$ cat src/rtl/div_arbiter_pkg.sv
// div_arbiter_pkg
//   Shared definitions for the divider arbiter: FSM state encoding, the
//   watchdog margin above the operand width, and the round-robin grant
//   search used by the arbiter.
package div_arbiter_pkg;

  typedef enum logic [1:0] {
    IDLE   = 2'd0,
    LAUNCH = 2'd1,
    WAIT   = 2'd2,
    RESP   = 2'd3
  } arb_state_t;

  // Largest requester count the grant search supports.
  localparam int MAX_REQ = 8;

  // The watchdog fires at W + WD_MARGIN cycles, comfortably past the
  // core's normal W+1 cycles spent in WAIT.
  localparam int WD_MARGIN = 4;

  // First requester with valid set, searching upward from ptr and wrapping
  // at num-1. Walking the offsets from high to low lets the nearest
  // requester overwrite the farther ones. Returns ptr when nothing is valid.
  function automatic int rr_grant(input logic [MAX_REQ-1:0] valid,
                                  input int ptr, input int num);
    int g;
    int idx;
    g = ptr;
    for (int k = MAX_REQ - 1; k >= 0; k--) begin
      if (k < num) begin
        idx = (ptr + k) % num;
        if (valid[idx]) g = idx;
      end
    end
    return g;
  endfunction

endpackage

$ cat src/rtl/div_arbiter_div.sv
// div
//   Sequential radix-2 restoring divider core.
//   Ports:
//     clk, rst_n      clock, asynchronous active-low reset
//     start           launch a division (honoured only while ready)
//     dvsr, dvnd      divisor, dividend (sampled on start)
//     ready           core idle and able to accept start
//     done_tick       one-cycle pulse, quo/rmd valid
//     quo, rmd        quotient and remainder
//   Latency: start in cycle s gives done_tick in cycle s+W+2.
module div #(
  parameter int W = 32,
  parameter int N = 6
) (
  input  logic         clk,
  input  logic         rst_n,
  input  logic         start,
  input  logic [W-1:0] dvsr,
  input  logic [W-1:0] dvnd,
  output logic         ready,
  output logic         done_tick,
  output logic [W-1:0] quo,
  output logic [W-1:0] rmd
);

  typedef enum logic [1:0] {C_IDLE, C_OP, C_LAST, C_DONE} core_state_t;

  core_state_t  state, state_next;
  logic [W-1:0] rh, rh_next;
  logic [W-1:0] rl, rl_next;
  logic [W-1:0] d, d_next;
  logic [N-1:0] n, n_next;

  // Partial remainder shifted left by one with the next dividend bit.
  // rh < d holds throughout, so the difference always fits in W bits.
  logic [W:0] rem_shift;
  logic [W:0] rem_sub;
  logic       rem_ge;

  assign rem_shift = {rh, rl[W-1]};
  assign rem_sub   = rem_shift - {1'b0, d};
  assign rem_ge    = (rem_shift >= {1'b0, d});

  always_ff @(posedge clk or negedge rst_n) begin
    if (!rst_n) begin
      state <= C_IDLE;
      rh    <= '0;
      rl    <= '0;
      d     <= '0;
      n     <= '0;
    end else begin
      state <= state_next;
      rh    <= rh_next;
      rl    <= rl_next;
      d     <= d_next;
      n     <= n_next;
    end
  end

  always_comb begin
    state_next = state;
    rh_next    = rh;
    rl_next    = rl;
    d_next     = d;
    n_next     = n;
    ready      = 1'b0;
    done_tick  = 1'b0;
    case (state)
      C_IDLE: begin
        ready = 1'b1;
        if (start) begin
          rh_next    = '0;
          rl_next    = dvnd;
          d_next     = dvsr;
          n_next     = N'(W);
          state_next = C_OP;
        end
      end
      C_OP: begin
        rh_next = rem_ge ? rem_sub[W-1:0] : rem_shift[W-1:0];
        rl_next = {rl[W-2:0], rem_ge};
        n_next  = n - 1'b1;
        if (n == N'(1)) state_next = C_LAST;
      end
      // Settle cycle; keeps the core's start-to-done latency at W+2.
      C_LAST: state_next = C_DONE;
      C_DONE: begin
        done_tick  = 1'b1;
        state_next = C_IDLE;
      end
      default: state_next = C_IDLE;
    endcase
  end

  assign quo = rl;
  assign rmd = rh;

endmodule

$ cat src/rtl/div_arbiter.sv
// div_arbiter
//   Round-robin scheduler sharing one sequential divider among R requesters.
//   Divide-by-zero is answered locally without launching the core.
//   Ports:
//     clk, rst_n                   clock, asynchronous active-low reset
//     req_valid[R]                 per-requester request
//     req_dividend/req_divisor     packed operands, requester i at [i*W +: W]
//     req_ready[R]                 one-hot accept strobe (IDLE only)
//     rsp_valid                    one-cycle result pulse
//     rsp_id, rsp_quotient,
//     rsp_remainder, rsp_dbz       result fields, held until the next result
//     busy                         high outside IDLE
//
//   state  | meaning
//   IDLE   | arbitrate; accept the round-robin winner
//   LAUNCH | pulse core start
//   WAIT   | wait for core done_tick, guarded by a watchdog
//   RESP   | present the result for one cycle
module div_arbiter #(
  parameter int W = 32,
  parameter int N = 6,
  parameter int R = 4
) (
  input  logic                                clk,
  input  logic                                rst_n,
  input  logic [R-1:0]                        req_valid,
  input  logic [R*W-1:0]                      req_dividend,
  input  logic [R*W-1:0]                      req_divisor,
  output logic [R-1:0]                        req_ready,
  output logic                                rsp_valid,
  output logic [((R > 1) ? $clog2(R) : 1)-1:0] rsp_id,
  output logic [W-1:0]                        rsp_quotient,
  output logic [W-1:0]                        rsp_remainder,
  output logic                                rsp_dbz,
  output logic                                busy
);

  import div_arbiter_pkg::*;

  localparam int IDW      = (R > 1) ? $clog2(R) : 1;
  localparam int WD_LIMIT = W + WD_MARGIN;

  arb_state_t     state, state_next;
  logic [IDW-1:0] rr_ptr;
  logic [IDW-1:0] grant;
  logic [IDW-1:0] grant_inc;
  logic [IDW-1:0] id_q;
  logic [W-1:0]   dvnd_q;
  logic [W-1:0]   dvsr_q;
  logic [N:0]     wd_cnt;
  logic           wd_expired;

  logic [W-1:0]   sel_dvnd;
  logic [W-1:0]   sel_dvsr;
  logic           sel_dbz;
  logic           accept;
  logic           core_start;
  logic           core_ready;
  logic           core_done;
  logic [W-1:0]   core_quo;
  logic [W-1:0]   core_rmd;

  assign grant      = IDW'(rr_grant(MAX_REQ'(req_valid), int'(rr_ptr), R));
  assign grant_inc  = (int'(grant) == R - 1) ? '0 : grant + IDW'(1);
  assign sel_dvnd   = req_dividend[int'(grant)*W +: W];
  assign sel_dvsr   = req_divisor[int'(grant)*W +: W];
  assign sel_dbz    = (sel_dvsr == '0);
  assign wd_expired = (wd_cnt == (N+1)'(WD_LIMIT));

  always_ff @(posedge clk or negedge rst_n) begin
    if (!rst_n) state <= IDLE;
    else        state <= state_next;
  end

  // rst_n gates accept so that req_ready stays low throughout reset.
  always_comb begin
    state_next = state;
    accept     = 1'b0;
    core_start = 1'b0;
    busy       = 1'b1;
    req_ready  = '0;
    case (state)
      IDLE: begin
        busy = 1'b0;
        if (rst_n && (|req_valid)) begin
          accept     = 1'b1;
          req_ready  = R'(1) << grant;
          state_next = sel_dbz ? RESP : LAUNCH;
        end
      end
      LAUNCH: begin
        if (core_ready) begin
          core_start = 1'b1;
          state_next = WAIT;
        end
      end
      WAIT: begin
        if (core_done || wd_expired) state_next = RESP;
      end
      RESP:    state_next = IDLE;
      default: state_next = IDLE;
    endcase
  end

  assign rsp_valid = (state == RESP);

  // Response fields are only written on the transition into RESP so they
  // hold steady between results.
  always_ff @(posedge clk or negedge rst_n) begin
    if (!rst_n) begin
      rr_ptr        <= '0;
      id_q          <= '0;
      dvnd_q        <= '0;
      dvsr_q        <= '0;
      wd_cnt        <= '0;
      rsp_id        <= '0;
      rsp_quotient  <= '0;
      rsp_remainder <= '0;
      rsp_dbz       <= 1'b0;
    end else begin
      if (accept) begin
        rr_ptr <= grant_inc;
        id_q   <= grant;
        dvnd_q <= sel_dvnd;
        dvsr_q <= sel_dvsr;
        if (sel_dbz) begin
          rsp_id        <= grant;
          rsp_quotient  <= '1;
          rsp_remainder <= sel_dvnd;
          rsp_dbz       <= 1'b1;
        end
      end
      if (state == LAUNCH) wd_cnt <= '0;
      if (state == WAIT) begin
        wd_cnt <= wd_cnt + 1'b1;
        if (core_done) begin
          rsp_id        <= id_q;
          rsp_quotient  <= core_quo;
          rsp_remainder <= core_rmd;
          rsp_dbz       <= 1'b0;
        end else if (wd_expired) begin
          rsp_id        <= id_q;
          rsp_quotient  <= '1;
          rsp_remainder <= '1;
          rsp_dbz       <= 1'b1;
        end
      end
    end
  end

  div #(.W(W), .N(N)) u_core (
    .clk       (clk),
    .rst_n     (rst_n),
    .start     (core_start),
    .dvsr      (dvsr_q),
    .dvnd      (dvnd_q),
    .ready     (core_ready),
    .done_tick (core_done),
    .quo       (core_quo),
    .rmd       (core_rmd)
  );

endmodule

$ cat config.mk
export PLATFORM = sky130hd
export DESIGN_NAME = div_arbiter
export DESIGN_NICKNAME = d
export VERILOG_FILES = /design/src/rtl/div_arbiter_pkg.sv /design/src/rtl/div_arbiter_div.sv /design/src/rtl/div_arbiter.sv
export SDC_FILE = /design/constraint.sdc
export NUM_CORES = 1
export LEC_CHECK = 0
export ABC_CLOCK_PERIOD_IN_PS = 6630
export BUFFER_PORTS_ARGS = -buffer_cell sky130_fd_sc_hd__buf_4
export CORE_ASPECT_RATIO = 1.1
export CORE_MARGIN = 1.5
export CORE_UTILIZATION = 59
export CTS_CLUSTER_DIAMETER = 80
export DETAILED_ROUTE_END_ITERATION = 8
export PLACE_DENSITY = 0.86
export SYNTH_ARGS = -nofsm -noshare
export SYNTH_HDL_FRONTEND = slang
export SYNTH_HIERARCHICAL = 1
export SYNTH_SLANG_ARGS = --single-unit
$ cat constraint.sdc
create_clock -name clk -period 6.63 [get_ports clk]
set_input_delay 0.3315 -clock clk [delete_from_list [all_inputs] [get_ports clk]]
set_output_delay 0.3315 -clock clk [all_outputs]
set_load 0.02 [all_outputs]
==> results.json <==
{
  "status": "completed",
  "io_buffer_count": 334,
  "tns_ns": 0,
  "synth_largest_area_cell": "dfrtp_1",
  "clockBufferDepth": 3,
  "core_area_mm2": 0.0243,
  "cap_violations": 0,
  "grt.overflow.total": 0,
  "p_comb_share_pct": 55.5,
  "drtIter0Drc": 1255,
  "wl_per_cell_um": 20.2,
  "totalPowerFinal_mw": 9.62,
  "async_reset_ff_share_pct": 100,
  "cts_tree": "built",
  "nets": 2180,
  "power_switching_mw": 4.36,
  "hold_viol_final": 0,
  "finClkSkew_ns": 0.0171,
  "grt_use_met1_pct": 43.1,
  "finalInstanceArea_mm2": 0.0179,
  "endpoint_kind": "flip-flop",
  "met2_usage_pct": 57.6,
  "slew_violations": 0,
  "synth.distinct_cells": 77,
  "synth.avg_cell_area_um2": 9.02,
  "drc_errors": 0,
  "top_usage_layer": "met2",
  "vias": 14000,
  "clkPwrFrac_pct": 15.3,
  "ys_warn_count": 6,
  "place_congestion": 0.952,
  "antenna_cells": 0,
  "synth_edf_count": 0,
  "cts-resized-gates": 0,
  "powerDensity_mw_per_mm2": 536,
  "die_x_um": 153,
  "antenna_found_initial": 1,
  "fill_cells": 1800,
  "tightest_slew_ns": 1.09,
  "reg2regPathDepth": 11,
  "rsz0062_at_grt": "no",
  "relSlewSlack_pct": 27.1,
  "cts_sinks": 248,
  "fin_util_pct": 73.7,
  "io_pins": 335,
  "p_leak_nw": 8.55,
  "drt-total-wl_um": 44300,
  "cp.arrival_ns": 5.09,
  "hold_ws_ns": 0.223,
  "synthFlopType": "dfrtp_1",
  "synth_nets": 1923,
  "finalSetupViolations": 0,
  "synth_area_mm2": 0.0145,
  "clock_latency_ns": 0.53,
  "startpoint_type": "flip-flop",
  "cp.required_ns": 7.09,
  "synth_seq_cells": 248,
  "dr.pass1.iters": 6,
  "cts_made_buffers": 25,
  "period_share_pct": 69.8,
  "min_path_type": "input pin to flip-flop",
  "first_global_vias": 13500,
  "syn_to_final_growth_pct": 23.3,
  "placementRows": 60,
  "synthTopCellsByArea": "dfrtp_1 43%, nand2_1 7.6%, a21oi_1 4.2%, ha_1 4.1%, mux2_2 4.1%",
  "via_per_inst": 6.38,
  "yosysSeqAreaShare_pct": 42.7,
  "h-tree-depth": 1,
  "vdd_drop_max_mv": 0.439,
  "max_clock_freq_mhz": 216,
  "grt_pass1_wl_um": 70300,
  "placed_cell_area_mm2": 0.0171,
  "cts-root-buf": "clkbuf_16",
  "synth_top_area_share_pct": 42.7,
  "grt_max_degree": 101,
  "cts.reportedPaths.clkPinSlew_ns": 0.06,
  "grtUsageMet3_pct": 5.25,
  "die_area_mm2": 0.0256,
  "drive_above_1_share_pct": 25.6,
  "syn_inst": 1612,
  "final_antenna_net_count": 0,
  "dp_hpwl_um": 31700,
  "start_util_pct": 59.8,
  "hold_depth": 4,
  "path_max_fanout": 58,
  "worst-setup-path-type": "flip-flop to flip-flop",
  "cts_setup_buffers": 0,
  "p_seq_share_pct": 29.2,
  "finalCriticalPeriod_ns": 4.63,
  "grt.total_usage_pct": 33.7,
  "p_int_mw": 5.26,
  "die_h_um": 168,
  "p_sw_share_pct": 45.3
}
-- kinds of logic after synthesis --
family	synth area share (%)
simple gates	16.6
compound gates	22.6
fa+ha+maj	4.27
flops	42.7
xor+xnor	1.75
mux	6.69
buf+inv	5.42
-- layout make-up --
| cell class | instances | area, µm² | share of cell area (%) |
|---|---|---|---|
| Clock buffer | 33 | 686 | 3.82 |
| Sequential cell | 248 | 6210 | 34.6 |
| Clock inverter | 12 | 166 | 0.928 |
| Tap cell | 310 | 388 | 2.16 |
| Inverter | 54 | 205 | 1.14 |
| Multi-Input combinational cell | 1183 | 7590 | 42.3 |
| Timing Repair Buffer | 357 | 2690 | 15.0 |
-- Yosys cell counts, types with 4 or more instances --
cell and n:
nand2_1 295, dfrtp_1 248, a21oi_1 122, o21ai_0 91, clkbuf_1 79, nor2_1 74
mux2_2 53, inv_1 52, ha_1 48, nand4_1 46, a31oi_1 44, a21o_1 43
and3_1 40, mux2i_1 36, o41ai_1 34, a311oi_1 32, o22a_1 32, a22oi_1 20
buf_2 18, buf_1 17, xor2_1 16, a22o_1 15, xnor2_1 13, nand3_1 11
buf_6 10, nand2b_1 9, o21ai_1 9, nor2b_1 8, a32oi_1 7, nor3_1 7
nor4_1 6, nor4_2 4, o211ai_1 4
-- per-stage QoR --
stage	instances	setup WS [ns]
after floorplan	1612	3.75
after global placement	2151	2.23
after detailed placement	2151	2.10
after CTS	2197	2.11
after global routing	2197	1.68
final	2197	2.00
-- worst max-delay path: stages (launching register included) --
cell and delay, ns:
dfrtp_1 0.42, nor2b_1 0.17, o21ai_0 0.15, nand2_4 0.47, inv_4 0.36, a21oi_1 0.26, a22oi_1 0.15, nor4_2 0.34
nand4_2 0.87, o41ai_4 0.59, buf_4 0.42, o22a_1 0.23
-- state kept, by name (all words and copies together), names as in the netlist, 7 cells and up --
| signal | count |
|---|---|
| dvnd_q | 32 |
| wd_cnt | 7 |
| rsp_remainder | 32 |
| u_core/quo | 32 |
| u_core/d | 32 |
| rsp_quotient | 32 |
| dvsr_q | 32 |
| u_core/rmd | 32 |
-- cell usage in the layout, fill, tap and decap left out, types with 4 or more instances in the layout --
cell type	netlist	final
inv_1	52	52
xor2_1	16	16
nand4_1	46	46
mux2i_1	36	35
nor4_2	4	6
o41ai_1	34	34
a21o_1	43	43
ha_1	48	47
o21ai_1	9	8
a21oi_1	122	122
bufinv_16	0	4
clkinv_2	0	6
nand3_1	11	11
clkbuf_16	0	25
nor2_1	74	74
nand2_1	295	293
o21ai_0	91	91
o22a_1	32	32
and3_1	40	40
a32oi_1	7	7
clkbuf_1	79	5
a22o_1	15	15
a22oi_1	20	20
o211ai_1	4	4
nor3_1	7	7
nand2b_1	9	9
a311oi_1	32	32
xnor2_1	13	13
dfrtp_1	248	248
mux2_2	53	53
a31oi_1	44	44
nor4_1	6	4
buf_4	3	355
nor2b_1	8	8
-- final timing paths --
path                                  start  slack (ns)          endpoint
max reg2reg                       rr_ptr[0]        2.00   rsp_quotient[1]
max                               rr_ptr[0]        2.00   rsp_quotient[1]
min                        req_divisor[114]        0.22        dvsr_q[18]
max in group asynchronous             rst_n        4.30      u_core/d[24]
min reg2reg                       dvnd_q[2]        0.48         dvnd_q[2]
min in group asynchronous             rst_n        0.28  rsp_quotient[22]
-- power by group through the flow --
stage / registers [mW] / clock network, mW / logic (mW)
6_report: 2.81 / 1.47 / 5.34
5_1_grt: 2.88 / 1.54 / 5.81
4_1_cts: 2.79 / 1.49 / 5.26
3_5_place_dp: 2.81 / 0 / 5.21
3_3_place_gp: 2.78 / 0 / 5.06
2_1_floorplan: 2.82 / 0 / 3.71
-- repair_timing --
action / in CTS / in global routing
hold buffers: 1 / 0
setup endpoints to repair: 0 / 0
hold endpoints to repair: 47 / 0
-- per-layer routing --
metal | share of wire, % | vias up
met5 | 0 | -
met4 | 3.6 | 0
met3 | 7.6 | 109
met2 | 50 | 753
met1 | 39 | 6778
li1 | - | 6370
No activity file was read; power rests on OpenSTA's default activity.
